## config.mk

```make
export PLATFORM = sky130hd
export DESIGN_NAME = cnn_mac_acc_27s_15
export DESIGN_NICKNAME = d
export VERILOG_FILES = /design/src/rtl/cnn_mac_acc_27s_15.sv
export SDC_FILE = /design/constraint.sdc
export NUM_CORES = 1
export LEC_CHECK = 0
export ABC_CLOCK_PERIOD_IN_PS = 6100
export BUFFER_PORTS_ARGS = -buffer_cell sky130_fd_sc_hd__buf_2
export CORE_ASPECT_RATIO = 1.75
export CORE_MARGIN = 2
export CORE_UTILIZATION = 60
export CTS_CLUSTER_SIZE = 8
export DETAILED_ROUTE_END_ITERATION = 7
export HOLD_SLACK_MARGIN = 0.06
export PLACE_DENSITY = 0.81
export SYNTH_ARGS = -nofsm -noshare
export SYNTH_HDL_FRONTEND = slang
export SYNTH_SLANG_ARGS = --single-unit
```

## constraint.sdc

```tcl
create_clock -name ap_clk -period 6.1 [get_ports ap_clk]
set_input_delay 0.305 -clock ap_clk [delete_from_list [all_inputs] [get_ports ap_clk]]
set_output_delay 0.305 -clock ap_clk [all_outputs]
set_load 0.01 [all_outputs]
```

## src/rtl/cnn_mac_acc_27s_15.sv

```systemverilog
// Multiply-accumulate window for a CNN layer: sums NUM_TERMS signed
// 11s x 15s products onto a pre-shifted bias, then rounds half up, drops
// SHIFT fraction bits, optionally applies ReLU, and saturates the result
// to a 15-bit ap_fixed<15,6> output held under a valid/ready handshake.
module cnn_mac_acc_27s_15 #(
  parameter int NUM_TERMS = 25,
  parameter int SHIFT     = 9,
  parameter int ACC_WIDTH = 34,
  parameter int RELU      = 0
) (
  input  logic               ap_clk,
  input  logic               ap_rst_n,
  input  logic signed [26:0] din,
  input  logic               din_valid,
  output logic               din_ready,
  input  logic signed [14:0] bias,
  output logic signed [14:0] dout,
  output logic               dout_valid,
  input  logic               dout_ready,
  output logic               dout_sat
);

  localparam int CNT_W   = (NUM_TERMS > 1) ? $clog2(NUM_TERMS) : 1;
  localparam logic [CNT_W-1:0] LAST = CNT_W'(NUM_TERMS - 1);
  localparam int RND_RAW = ACC_WIDTH + 1 - SHIFT;
  // The rounded value is kept at least 16 bits wide so the clip bounds
  // always fit, whatever SHIFT is chosen.
  localparam int RND_W   = (RND_RAW > 16) ? RND_RAW : 16;
  localparam logic signed [ACC_WIDTH:0] HALF = (ACC_WIDTH + 1)'(1) <<< (SHIFT - 1);
  localparam logic signed [RND_W-1:0]   MAXV = RND_W'(16383);
  localparam logic signed [RND_W-1:0]   MINV = RND_W'(-16384);

  typedef enum logic [1:0] {
    ACC = 2'd0,
    SAT = 2'd1,
    OUT = 2'd2
  } state_t;

  state_t                      state;
  state_t                      state_next;
  logic [CNT_W-1:0]            count;
  logic signed [ACC_WIDTH-1:0] acc;
  logic signed [ACC_WIDTH-1:0] acc_sum;
  logic signed [ACC_WIDTH-1:0] bias_ext;
  logic signed [ACC_WIDTH-1:0] din_ext;
  logic signed [ACC_WIDTH:0]   acc_rnd;
  logic signed [RND_W-1:0]     rnd;
  logic signed [RND_W-1:0]     rnd_next;
  logic signed [14:0]          dout_next;
  logic                        sat_next;
  logic                        sat_phase;
  logic                        transfer;

  // Accumulator input path: the first term of a window starts from the
  // bias aligned to the accumulator's fraction point instead of the old sum.
  always_comb begin
    bias_ext = ACC_WIDTH'(bias) <<< SHIFT;
    din_ext  = ACC_WIDTH'(din);
    acc_sum  = ((count == '0) ? bias_ext : acc) + din_ext;
    transfer = din_valid & din_ready;
  end

  // Round half up: add half an LSB one bit wider than acc so the addition
  // cannot wrap, then shift arithmetically to drop the fraction bits.
  always_comb begin
    acc_rnd  = $signed({acc[ACC_WIDTH-1], acc}) + HALF;
    rnd_next = RND_W'(acc_rnd >>> SHIFT);
  end

  // Output conditioning: ReLU clamps to zero without flagging saturation,
  // otherwise values outside the 15-bit signed range are clipped and flagged.
  always_comb begin
    dout_next = 15'(rnd);
    sat_next  = 1'b0;
    if ((RELU != 0) && (rnd < 0)) begin
      dout_next = '0;
    end else if (rnd > MAXV) begin
      dout_next = 15'h3fff;
      sat_next  = 1'b1;
    end else if (rnd < MINV) begin
      dout_next = 15'h4000;
      sat_next  = 1'b1;
    end
  end

  // State register.
  always_ff @(posedge ap_clk) begin
    if (!ap_rst_n) begin
      state <= ACC;
    end else begin
      state <= state_next;
    end
  end

  // Next-state logic and input handshake; din_ready is held low while reset
  // is asserted so no term is taken during a reset cycle.
  always_comb begin
    state_next = state;
    din_ready  = 1'b0;
    case (state)
      ACC: begin
        din_ready = ap_rst_n;
        if (transfer && (count == LAST)) begin
          state_next = SAT;
        end
      end
      SAT: begin
        if (sat_phase) begin
          state_next = OUT;
        end
      end
      OUT: begin
        if (dout_ready) begin
          state_next = ACC;
        end
      end
      default: begin
        state_next = ACC;
      end
    endcase
  end

  // Datapath registers: accumulate terms, then spend two cycles in SAT
  // (round, then clip/register) before presenting the result in OUT.
  always_ff @(posedge ap_clk) begin
    if (!ap_rst_n) begin
      count      <= '0;
      acc        <= '0;
      rnd        <= '0;
      sat_phase  <= 1'b0;
      dout       <= '0;
      dout_sat   <= 1'b0;
      dout_valid <= 1'b0;
    end else begin
      case (state)
        ACC: begin
          if (transfer) begin
            acc   <= acc_sum;
            count <= (count == LAST) ? '0 : count + CNT_W'(1);
          end
        end
        SAT: begin
          if (!sat_phase) begin
            rnd       <= rnd_next;
            sat_phase <= 1'b1;
          end else begin
            dout       <= dout_next;
            dout_sat   <= sat_next;
            dout_valid <= 1'b1;
            sat_phase  <= 1'b0;
          end
        end
        OUT: begin
          if (dout_ready) begin
            dout_valid <= 1'b0;
          end
        end
        default: begin
          sat_phase <= 1'b0;
        end
      endcase
    end
  end

endmodule

```

# [After elaboration in Yosys (flattened, before gate mapping)]
# Index checks and enable logic that the tools add are counted.
[totals] elab_cells=47 input_bits=46 register_bits=85
[classes] n_bitwise=2 magnitude_cmp=2 n_reduce_logical=10 n_mux=16 n_eq_ne=6 add_sub_neg=3
[ops] op="34-bit by 10-bit adder with 35-bit output (second input constant)" n=1
[ops] op="34-bit by 27-bit adder with 34-bit output" n=1
[ops] op="34-bit two-way mux" n=1
[ops] op="15-bit two-way mux" n=2
[ops] op="26-bit by 15-bit greater-than comparator with 1-bit output (second input constant)" n=1
[ops] op="26-bit by 15-bit < comparator with 1-bit output (second input constant)" n=1
[ops] op="1-bit two-way mux" n=6
[ops] op="2-bit two-way mux" n=3
[ops] op="2-bit inequality test (second input constant)" n=3
[ops] op="2-bit case mux with 3 select lines" n=1
[ops] op="2-bit AND reduction" n=3
[ops] op="3-bit AND reduction" n=2
[ops] op="5-bit by 1-bit adder with 5-bit output (second input constant)" n=1
[ops] op="5-bit == test (second input constant)" n=1
[ops] op="5-bit zero test" n=1
[ops] op="5-bit two-way mux" n=1
[ops] op="1-bit case mux with 2 select lines" n=2
[ops] op="2-bit by 1-bit == test with 1-bit output (second input constant)" n=1
[ops] op="2-bit == test (second input constant)" n=1
[ops] op="2-bit zero test" n=1
[ops] op="2-bit nonzero test" n=1
[ops] op="2-bit OR reduction" n=1
[ops] op="1-bit bitwise AND" n=1
[ops] op="1-bit logical AND" n=1
[ops] op="1-bit inverter" n=1

# [Logic depth before layout (Yosys ltp)]
[logic_depth] depth_word=6 mapped_depth=18 depth_no_buf=16

# [Worst setup path before layout]
# Ideal clock, no wire load.
[synth_path] kind="reg2reg" startpoint="register count[0]" endpoint="register acc[26]" arrival_time_ps=3234 slack_ps=2739 path_stages_with_launch=19 period_less_slack_ps=3361 setup_ps=127 t_required_ps=5973 cell_sequence="dfxtp_1 > inv_1 > ha_1 > nand2b_1 > or3_1 > clkbuf_1 > clkbuf_1 > and2_1 > ha_1 > inv_1 > fa_1 > nor2b_4 > o2111ai_1 > a211oi_2 > o31ai_2 > or2_4 > o221ai_2 > xnor2_1 > o21ai_1"
[synth_via] elab_chain_cells=3
[synth_rtl] element="start, declared" line="41" text="logic [CNT_W-1:0] count;"
[synth_rtl] element="start signal, assigned" line="139" text="count <= (count == LAST) ? '0 : count + CNT_W'(1);"
[synth_rtl] element="5-bit zero test" line="59" text="acc_sum = ((count == '0) ? bias_ext : acc) + din_ext;"
[synth_rtl] element="34-bit two-way mux" line="59"
[synth_rtl] element="34-bit by 27-bit adder with 34-bit output" line="59"
[synth_rtl] element="end signal, assigned" line="138" text="acc <= acc_sum;"
[synth_rtl] element="end, declared" line="42" text="logic signed [ACC_WIDTH-1:0] acc;"
# No other way between the ends.
# A chain may end at the register's enable or synchronous reset.

# [Worst setup path in the final report]
# Ends and elaborated chain as after synthesis.

==> metrics.yaml <==
dr.pass1.iters: 5
ir_worst_vdd_mv: 0.169
die_w_um: 78.6
path_class: "register to register"
finalCritPeriodShare_pct: 62.5
vias: 5535
crit_slowest_cell: "or3_1"
switchingPower_mw: 0.526
rsz0062_at_grt: "false"
dieHeight_um: 135
grt_pass1_vias: 5538
cts_resized: 0
cts_sinks: 85
synth_fa_ha_area_share_pct: 8.05
status: "finished clean"
hpwl_mm: 10.3
fin_tns_setup_ns: 0
synthArstFlopShare_pct: 0
dieArea_um2: 10600
drive_gt1_share_pct: 13.8
synth_top_area_cell: "dfxtp_1"
yosys-top-cells-area: "dfxtp_1 (29%), nand2_1 (11%), ha_1 (7.7%), o211a_1 (4.5%), xor2_1 (4.3%)"
yosysSeqAreaShare_pct: 29.1
synth_top_family_by_area: "simple AND/OR/NAND/NOR gates"
grt_pass1_wl_mm: 23.5
drt_wl_total_mm: 13.9
fin_crit_ns: 3.81
ys.flop_type: "dfxtp_1"
synth.area.mux_share_pct: 0.514
internal-power_mw: 1.08
post-place-ws_ns: 2.35
placed_cell_area_um2: 6210
critPathRequiredTime_ns: 6.31
hold_buffers: 0
avgSynthCellArea_um2: 7.77
switching_share_pct: 32.7
area_delta_synth_final_pct: 11.2
cp_cell_sequence: "inv_1 > ha_1 > nand2b_1 > or3_1 > buf_4 > nand2_1 > nand2_1 > ha_1 > a21oi_1 > o21ai_0 > a221oi_1 > o21ai_0 > a21oi_1 > o221ai_2 > xnor2_1 > o21ai_1"
yosys_warnings: 0
synth_edf_count: 0
diodes: 0
power_density_nw_per_um2: 247
syn-instance-count: 752
track_usage_pct: 27.1
io_pins: 64
antenna_found_initial: 0
vias_per_cell: 6.02
io_buffers: 63
min_path_type: "input port to register"
slew_headroom_pct: 19.5
ctsHtreeMaxLevel: 3
rows: 47
critPathCaptureType: "register"
synth_top_cell_area_share_pct: 29.1
slowest_delay_ns: 0.55
post_cts_buffers: 0
synth_xor_area_share_pct: 7.95
drt_iter0_drc: 309
maxCapViolations: 0
fin_area_um2: 6500
slew_violations: 0
finalClockSkew_ns: 0.00472
fin_ws_ns: 2.29
worstSkewPairLatency_ns: 0.34
ctsRootBufferMaster: "clkbuf_16"
synth_simple_gate_area_share_pct: 25.5
drc_errors: 0
synth_common_cells: "nand2_1 (169), dfxtp_1 (85), o21ai_0 (47), nand3_1 (39)"
initial_utilization_pct: 61.7
synth_nets: 835
final-hold-violation-count: 0
cp-start-kind: "register"
synth-compound-area-share_pct: 25.2
timing.fmax_mhz: 262
gp_congestion: 1.05
leakagePower_nw: 2.96
arrival_ns: 4.02
p_clk_share_pct: 33.7
cts_made_buffers: 9
drtAntennaViolNets: 0
routedWlPerCell_um: 15.1
setup_viol: 0
grt-ovfl-total: 0
grt_start_max_net_pins: 83
finalNetCount: 876
cts.path.max_buffers: 2
cts_tree: "yes"
core_um2: 9470
worst-r2r-setup-slack_ns: 2.29
ys_ff_latch: 85
pwr-share-comb_pct: 26.7
synth.cell_area_um2: 5840
worstMarginPinSlew_ns: 1.20
synth.distinct_cells: 64
whs_ns: 0.260
yosysMostFrequentCell: "nand2_1"
sequentialPowerShare_pct: 39.7
critPathMaxFanout: 18
finalPower_mw: 1.61
clk_pin_slew_worst_paths_ns: 0.06
==> metal layers <==
metal	routed length [µm]	global-route usage, %	up-vias
li1	-	-	2745
met1	5500	28.4	2579
met2	7310	50.3	170
met3	643	4.48	41
met4	442	14.5	0
met5	0	0	-
==> cells by family (layout without fill, tap and decap cells) <==
logic type / count (synthesis) / count (layout)
mux: 3 / 3
fa+ha+maj: 37 / 37
buf+inv: 55 / 100
flops: 85 / 85
compound gates: 202 / 202
xor+xnor: 53 / 53
simple gates: 317 / 317
==> cell usage in the layout (no fill, tap or decap), drive strengths merged, types with 3 or more instances in the layout <==
| cell | instances |
|---|---|
| a211oi | 5 |
| a21boi | 23 |
| a21o | 9 |
| a21oi | 27 |
| a31oi | 7 |
| and2 | 25 |
| and3 | 3 |
| and4 | 6 |
| buf | 69 |
| clkbuf | 9 |
| dfxtp | 85 |
| ha | 36 |
| inv | 17 |
| mux2i | 3 |
| nand2 | 170 |
| nand2b | 5 |
| nand3 | 39 |
| nand4 | 10 |
| nor2 | 27 |
| nor2b | 7 |
| nor3 | 8 |
| nor3b | 3 |
| nor4 | 3 |
| o211a | 26 |
| o211ai | 21 |
| o21a | 7 |
| o21ai | 57 |
| o21bai | 3 |
| o31ai | 4 |
| or3 | 6 |
| xnor2 | 24 |
| xor2 | 29 |
==> cell type report <==
type	count	area [µm²]
fill	838	2970
sequential	85	1700
clock inverter	6	63.8
clock buffer	9	225
timing repair buffer	69	360
inverter	16	60.1
tap	122	153
multi-input combinational	612	3930
==> sequential cells by signal (all words and copies together), names as in the netlist <==
| register | flops |
|---|---|
| acc | 34 |
| rnd | 26 |
| dout | 15 |
| count | 5 |
| state | 2 |
| dout_sat | 1 |
| dout_valid | 1 |
| sat_phase | 1 |
==> critical path: cells and delay by family, from the launching register on <==
family	cells	cell delay, ns
adders and majority gates	2	0.52
xor gates and xnor gates	1	0.15
DFF	1	0.34
AOI/OAI and AO/OA	7	1.48
and+or+nand+nor	4	0.80
buffers and inverters	2	0.39
==> power groups by stage <==
stage	Clock, mW	Combinational (mW)	Sequential, mW
after floorplan	0	0.333	0.631
after global placement	0	0.409	0.646
after detailed placement	0	0.418	0.648
after CTS	0.547	0.423	0.636
after global routing	0.565	0.477	0.643
final	0.541	0.428	0.637
==> metrics by stage <==
step / utilization (%) / cells
global placement: 65.6 / 904
detailed placement: 65.6 / 904
global route: 68.6 / 919
finish: 68.6 / 919
CTS: 68.6 / 919
floorplan: - / 752
==> final timing paths <==
check                to  cells past startpoint  startpoint
min          dout_valid                      4  dout_ready
min reg2reg    dout[11]                      2    dout[11]
max             acc[26]                     16    count[0]
max reg2reg     acc[26]                     16    count[0]
No activity file was read; power rests on OpenSTA's default activity.
